===== config.mk =====
export PLATFORM = sky130hd
export DESIGN_NAME = bin2bcd_seq
export DESIGN_NICKNAME = d
export VERILOG_FILES = /design/src/rtl/bin2bcd_seq.sv
export SDC_FILE = /design/constraint.sdc
export NUM_CORES = 1
export LEC_CHECK = 0
export BUFFER_PORTS_ARGS = -buffer_cell sky130_fd_sc_hd__buf_2
export CAP_MARGIN = 20
export CORE_UTILIZATION = 32
export DETAILED_ROUTE_END_ITERATION = 16
export PLACE_DENSITY = 0.47
export SLEW_MARGIN = 30
export SYNTH_ARGS = -nofsm -noshare
export SYNTH_HDL_FRONTEND = slang
export SYNTH_SLANG_ARGS = --single-unit

===== constraint.sdc =====
create_clock -name clk -period 4.4 [get_ports clk]
set_clock_uncertainty 0.2 [all_clocks]
set_input_delay 0.66 -clock clk [delete_from_list [all_inputs] [get_ports clk]]
set_output_delay 0.66 -clock clk [all_outputs]
set_load 0.05 [all_outputs]

===== src/rtl/bin2bcd_seq.sv =====
// ----------------------------------------------------------------------------
// bin2bcd_seq
//
// Sequential binary-to-BCD converter that feeds the eight-digit seven-segment
// tube driver. The converter uses shift-and-add-3 (double-dabble) and handles
// one input bit per clock. The packed BCD result is held between conversions.
// Nibble DIGITS-1 is the leftmost tube digit and nibble 0 is the rightmost.
// Inputs larger than 10^DIGITS-1 produce all nines and raise ovf.
//
// Ports
//   clk       in   system clock (50 MHz)
//   rst_n     in   asynchronous active-low reset
//   din_vld   in   single-cycle request; only sampled while busy = 0
//   din       in   unsigned binary value, sampled together with din_vld
//   busy      out  conversion in progress (registered)
//   dout      out  packed BCD result, updated only at the end of a conversion
//   dout_vld  out  one-cycle pulse when dout/ovf update
//   ovf       out  last accepted value exceeded 10^DIGITS-1
//
// state   | meaning
// --------+------------------------------------------------------------
// S_IDLE  | waiting for din_vld; outputs hold the previous result
// S_SHIFT | one add-3/shift step per clock, BIN_W steps in total
// S_DONE  | publish accumulator (or saturated nines) and pulse dout_vld
// ----------------------------------------------------------------------------
module bin2bcd_seq #(
   parameter int BIN_W  = 27,
   parameter int DIGITS = 8
) (
   input  logic                  clk,
   input  logic                  rst_n,
   input  logic                  din_vld,
   input  logic [BIN_W-1:0]      din,
   output logic                  busy,
   output logic [4*DIGITS-1:0]   dout,
   output logic                  dout_vld,
   output logic                  ovf
);

   localparam int ACC_W = 4 * DIGITS;
   // Must count up to BIN_W without wrapping.
   localparam int CNT_W = $clog2(BIN_W + 1);

   // Largest displayable value, 10^DIGITS-1. It is held at 64 bits so the
   // overflow compare stays exact even when BIN_W is narrower than the
   // decimal range. In that case saturation can never happen.
   function automatic logic [63:0] max_dec(input int n);
      logic [63:0] p;
      p = 64'd1;
      for (int i = 0; i < n; i++) begin
         p = p * 64'd10;
      end
      return p - 64'd1;
   endfunction

   localparam logic [63:0]      MAX_DEC   = max_dec(DIGITS);
   localparam logic [ACC_W-1:0] ALL_NINES = {DIGITS{4'h9}};
   localparam logic [CNT_W-1:0] LAST_CNT  = CNT_W'(BIN_W - 1);

   typedef enum logic [1:0] {
      S_IDLE  = 2'd0,
      S_SHIFT = 2'd1,
      S_DONE  = 2'd2
   } state_t;

   state_t             state_q, state_d;
   logic [BIN_W-1:0]   bin_q, bin_d;
   logic [ACC_W-1:0]   acc_q, acc_d;
   logic [CNT_W-1:0]   cnt_q, cnt_d;
   logic               ovf_n_q, ovf_n_d;
   logic               busy_q, busy_d;
   logic [ACC_W-1:0]   dout_q, dout_d;
   logic               dout_vld_q, dout_vld_d;
   logic               ovf_q, ovf_d;

   logic [ACC_W-1:0]   acc_adj;
   logic [63:0]        din_wide;

   assign din_wide = 64'(din);

   // Add-3 correction. Each nibble of 5 or more gets 3 added before the
   // shift, so that the shift carries into the next decimal digit. The add
   // is 4 bits wide on purpose: a valid BCD digit of 5..9 plus 3 never
   // exceeds 4'hC, so nothing carries across nibbles.
   always_comb begin
      acc_adj = acc_q;
      for (int i = 0; i < DIGITS; i++) begin
         if (acc_q[4*i +: 4] >= 4'd5) begin
            acc_adj[4*i +: 4] = acc_q[4*i +: 4] + 4'd3;
         end
      end
   end

   always_comb begin
      state_d    = state_q;
      bin_d      = bin_q;
      acc_d      = acc_q;
      cnt_d      = cnt_q;
      ovf_n_d    = ovf_n_q;
      dout_d     = dout_q;
      ovf_d      = ovf_q;
      dout_vld_d = 1'b0;

      case (state_q)
         S_IDLE: begin
            if (din_vld) begin
               bin_d   = din;
               acc_d   = '0;
               cnt_d   = '0;
               ovf_n_d = (din_wide > MAX_DEC);
               state_d = S_SHIFT;
            end
         end

         S_SHIFT: begin
            // {accumulator, binary} shifted left as one long register.
            acc_d = {acc_adj[ACC_W-2:0], bin_q[BIN_W-1]};
            bin_d = {bin_q[BIN_W-2:0], 1'b0};
            cnt_d = cnt_q + 1'b1;
            if (cnt_q == LAST_CNT) begin
               state_d = S_DONE;
            end
         end

         S_DONE: begin
            dout_d     = ovf_n_q ? ALL_NINES : acc_q;
            ovf_d      = ovf_n_q;
            dout_vld_d = 1'b1;
            state_d    = S_IDLE;
         end

         default: begin
            state_d = S_IDLE;
         end
      endcase

      // busy is registered from the next state, so it rises on the
      // accepting edge and falls on the same edge as dout_vld.
      busy_d = (state_d != S_IDLE);
   end

   always_ff @(posedge clk or negedge rst_n) begin
      if (!rst_n) begin
         state_q    <= S_IDLE;
         bin_q      <= '0;
         acc_q      <= '0;
         cnt_q      <= '0;
         ovf_n_q    <= 1'b0;
         busy_q     <= 1'b0;
         dout_q     <= '0;
         dout_vld_q <= 1'b0;
         ovf_q      <= 1'b0;
      end else begin
         state_q    <= state_d;
         bin_q      <= bin_d;
         acc_q      <= acc_d;
         cnt_q      <= cnt_d;
         ovf_n_q    <= ovf_n_d;
         busy_q     <= busy_d;
         dout_q     <= dout_d;
         dout_vld_q <= dout_vld_d;
         ovf_q      <= ovf_d;
      end
   end

   assign busy     = busy_q;
   assign dout     = dout_q;
   assign dout_vld = dout_vld_q;
   assign ovf      = ovf_q;

endmodule


=== Word-level counts from Yosys, hierarchy flattened ===
Index checks and enable logic that the tools add are counted.

* Magnitude comparators: 9
* Muxes and demuxes: 19
* Add/sub/neg operators: 9
* Eq/ne operators: 4
* Reduce and logical (&&, ||, !) cells: 5

{| class="wikitable"
|+ Operators with widths
! kind !! count
|-
| 32-bit 2-to-1 mux || 2
|-
| 32-bit case mux with 2 select lines || 1
|-
| 27-bit case mux with 2 select lines || 1
|-
| 4-bit by 3-bit >= comparator with 1-bit output, second input constant || 8
|-
| 4-bit by 2-bit adder with 4-bit output, second input constant || 7
|-
| 4-bit 2-to-1 mux || 7
|-
| 27-bit > comparator, second input constant || 1
|-
| 27-bit 2-to-1 mux || 1
|-
| 5-bit case mux with 2 select lines || 1
|-
| 5-bit by 1-bit adder with 5-bit output, second input constant || 1
|-
| 5-bit == test, second input constant || 1
|-
| 5-bit 2-to-1 mux || 1
|-
| 2-bit 2-to-1 mux || 2
|-
| 2-bit case mux with 2 select lines || 1
|-
| 2-bit AND reduction || 2
|-
| 2-bit nonzero test || 2
|-
| 3-bit by 2-bit adder with 3-bit output, second input constant || 1
|-
| 3-bit 2-to-1 mux || 1
|-
| 2-bit by 1-bit == test with 1-bit output, second input constant || 1
|-
| 2-bit == test, second input constant || 1
|-
| 2-bit zero test || 1
|-
| 2-bit inequality test, second input constant || 1
|-
| 1-bit 2-to-1 mux || 1
|}

* Word-level logic and storage cells: 55
* Register bits after elaboration: 102
* Output and inout port bits: 35
* Input bits: 30

=== Logic depth before layout (Yosys ltp) ===
* Word-level depth: 4
* Mapped depth: 5
* Depth with buffers taken out: 5

=== Worst setup path before layout ===
OpenSTA, ideal clock, no wires.

* Kind: input to register
* Start: input din_vld
* End: register ovf_n_q
* Setup slack: 2.711 ns
* Arrival: 1.366 ns
* Required time: 4.077 ns
* Stages on the path: 4
* Setup time: 0.123 ns
* Buffers on the path: 1
* Path through: buf_2 nor3b_2 nand3_1 o221a_2

* Cells in the longest elaborated chain, start to end: 1

{| class="wikitable"
|+ Ends and longest elaborated chain
! what !! RTL line !! source
|-
| start: declaration || 32 || <nowiki>input logic din_vld,</nowiki>
|-
| 2-bit AND reduction (no source line) || -- ||
|-
| end signal: assignment || 158 || <nowiki>ovf_n_q <= ovf_n_d;</nowiki>
|-
| end: declaration || 70 || <nowiki>logic ovf_n_q, ovf_n_d;</nowiki>
|}

Every way passes these cells.
A chain may end at the register's enable or synchronous reset.

=== Final worst setup path ===
* Start: register state_q[0]
* End: register dout_q[4] (netlist: dout[4])

* Cells in the longest elaborated chain, start to end: 1

{| class="wikitable"
|+ Ends and longest elaborated chain
! what !! RTL line !! source
|-
| start: declaration || 66 || <nowiki>state_t state_q, state_d;</nowiki>
|-
| start signal: assignment || 154 || <nowiki>state_q <= state_d;</nowiki>
|-
| 2-bit == test || 104 || <nowiki>case (state_q)</nowiki>
|-
| end signal: assignment || 160 || <nowiki>dout_q <= dout_d;</nowiki>
|-
| end: declaration || 72 || <nowiki>logic [ACC_W-1:0] dout_q, dout_d;</nowiki>
|}

Every way passes these cells.

==> results by group <==
Power
  – Static Leakage: 2.74 nW
  – Pwr Density: 745 nW/um^2
  – Total power: 4.48 mW
  – Worst VDD drop: 0.248 mV

Synthesis
  – Net Count, Synth: 563
  – Syn_area_per_cell: 9.93 um^2
  – Distinct cells, synth: 44
  – Post-synthesis sequential element count: 102
  – Ys async rst share: 100%
  – Cells after Synth: 515
  – Post-synth top area share: 49.9%
  – Top cells by count, synth: 102 x dfrtp_1, 53 x nand2_1, 51 x o21ai_0
  – Cell taking the most area after synthesis: dfrtp_1
  – Most frequent cell after synthesis: dfrtp_1
  – YS warnings: 0
  – Synth top area cells: dfrtp_1 50%, o21ai_0 5.0%, ha_1 4.4%
  – Top_reg_cell synth: dfrtp_1
  – Sequential fraction of the synthesis area: 49.9%
  – Synthesized area: 5110 um^2
  – EDFF count, synth: 0

Flow run
  – Max cap viols: 0

Setup path
  – Crit path from: state_q[0]$_DFF_PN0_
  – Startpoint types: flip-flop
  – CP Capture Type: flip-flop
  – Req. time, crit path: 4.43 ns
  – Largest fanout on the critical path: 41
  – Reg2reg start: state_q[0]$_DFF_PN0_
  – CP Class: flip-flop to flip-flop
  – Arrival @ worst endpoint: 2.34 ns

Global route
  – Initial antenna violation count: 0
  – First-pass GRT wire length: 20,700 um
  – GRT Total Usage: 15.9%
  – Vias in the first global route: 3,960
  – Total global routing overflow: 0
  – Largest net degree at the start of global routing: 46

Clocking
  – Hold Buf Count CTS: 0
  – TritonCTS buffer count: 9
  – Clock root buffer: clkbuf_16
  – TritonCTS clock tree: built
  – Clock Sinks: 102
  – Post-CTS Setup Inserts: 0
  – Clock-pin transition on the worst setup and hold timing paths: 0.07 ns
  – Htree depth: 3
  – Clk Latency, worst-skew pair: 0.35 ns
  – Post_cts resized: 0
  – Clock tree buffer depth: 2

Timing
  – Worst slew margin: 52.1%
  – Highest clock rate: 434 MHz
  – Setup TNS: 0 ns
  – Fin Hold WS: 0.0990 ns
  – Final Hold Fails: 0
  – Crit path time final: 2.31 ns
  – RSZ-0062 raised after global routing: no
  – Slew Viols, Final: 0
  – Worst slew pin tran: 0.719 ns
  – Fin crit share: 52.4%
  – Final setup vio count: 0

Drt
  – DRT Pass-1 Iters: 4
  – DRT antenna net count: 0
  – Vias per cell: 5.22
  – DRT Wirelength: 12,300 um
  – Wirelength per Cell: 15.7 um
  – Vias: 4,066
  – # DRC: 0
  – DR iter-0 viols: 241

Placed design
  – Detailed Place HPWL: 7950 um
  – Final Wtd Congestion: 0.740
  – Post-DP Area: 5600 um^2
  – Cells after DPL: 763
  – IO Port Bufs: 64

Cells and area
  – Diodes inserted: 0
  – Fraction of layout cells with a size suffix above 1: 17.4%
  – Final Cell Area: 6010 um^2
  – Total Nets Final: 612
  – Fin cells: 779
  – Area Growth Syn to Fin: 17.6%

Floorplanning
  – DIE AREA: 16,500 um^2
  – Initial Util: 33.2%
  – Die H: 128 um
  – Core Box Area: 15,400 um^2
  – Die X: 128 um
  – Total I/O pin count: 65
  – FP Rows: 45

Min path
  – Worst hold-check path type: primary input to asynchronous set/reset pin

Run status
  – Status: complete, no violations
## metal layers
layer,share of wire (%),vias to the layer above,track usage [%]
li1,-,1966,-
met1,51,1994,22.3
met2,43,98,24.2
met3,5.0,8,3.95
met4,0.85,0,4.78
met5,0,-,0
## final timing paths
check                                              to  depth (start not counted)  slack [ns]
worst max-delay path              dout[4]$_DFFE_PN0P_                          3        2.09
worst min-delay path              dout[5]$_DFFE_PN0P_                          1         0.1
worst max register to register    dout[4]$_DFFE_PN0P_                          3        2.09
worst min register to register   cnt_q[4]$_DFFE_PN0P_                          1        0.26
max in group asynchronous       acc_q[17]$_DFFE_PN0P_                          2        3.04
min in group clk                 cnt_q[4]$_DFFE_PN0P_                          1        0.26
## cells in the final DEF (no fill, tap or decap), types with 9 or more instances in the layout
| cell type | instances |
|---|---|
| clkbuf_16 | 9 |
| buf_2 | 63 |
| buf_4 | 9 |
| o2111ai_1 | 16 |
| dfrtp_1 | 100 |
| inv_1 | 35 |
| a21oi_1 | 27 |
| nor2_1 | 16 |
| o31ai_1 | 23 |
| nand2_1 | 53 |
| o21ai_0 | 51 |
| ha_1 | 18 |
| a22oi_1 | 26 |
| nor2b_1 | 35 |
## power by group
| group | leakage, nW | switching (mW) | internal [mW] |
|---|---|---|---|
| Sequential | 1.34 | 0.295 | 1.27 |
| Clock | 0.186 | 0.357 | 0.669 |
| Combinational | 1.22 | 1.19 | 0.694 |
| Total | 2.74 | 1.85 | 2.64 |
## cell type report
type                       instances  area (um^2)
fill                            1565         9410
sequential                       102         2550
multi-input combinational        341         2250
timing repair buffer              74          430
tap                              211          264
clock buffer                       9          225
clock inverter                     6          159
inverter                          36          135
## worst max-delay path, stage by stage, from the launching register on
cell and delay (ns):
dfrtp_2 0.75, nand2b_2 0.71, buf_4 0.39, o21ai_0 0.13
## metrics by stage
stage	setup slack [ns]	util (%)
final	2.09	39.0
after floorplan	2.71	-
after CTS	1.91	38.8
after detailed placement	1.94	36.3
after global placement	1.65	36.3
after global routing	1.89	39.0
## cells by family after synthesis
logic type	synth area share [%]
fa+ha+maj	4.40
xor+xnor	1.20
flops	49.9
simple gates	11.4
buf+inv	6.38
mux	0.612
compound gates	26.1
## flip-flops by register name, summed over array words and instances, names as in the netlist
signal	flops
acc_q	32
dout	32
bin_q	27
cnt_q	5
state_q	2
busy	1
dout_vld	1
ovf	1
ovf_n_q	1
(Power assumes the default switching activity.)
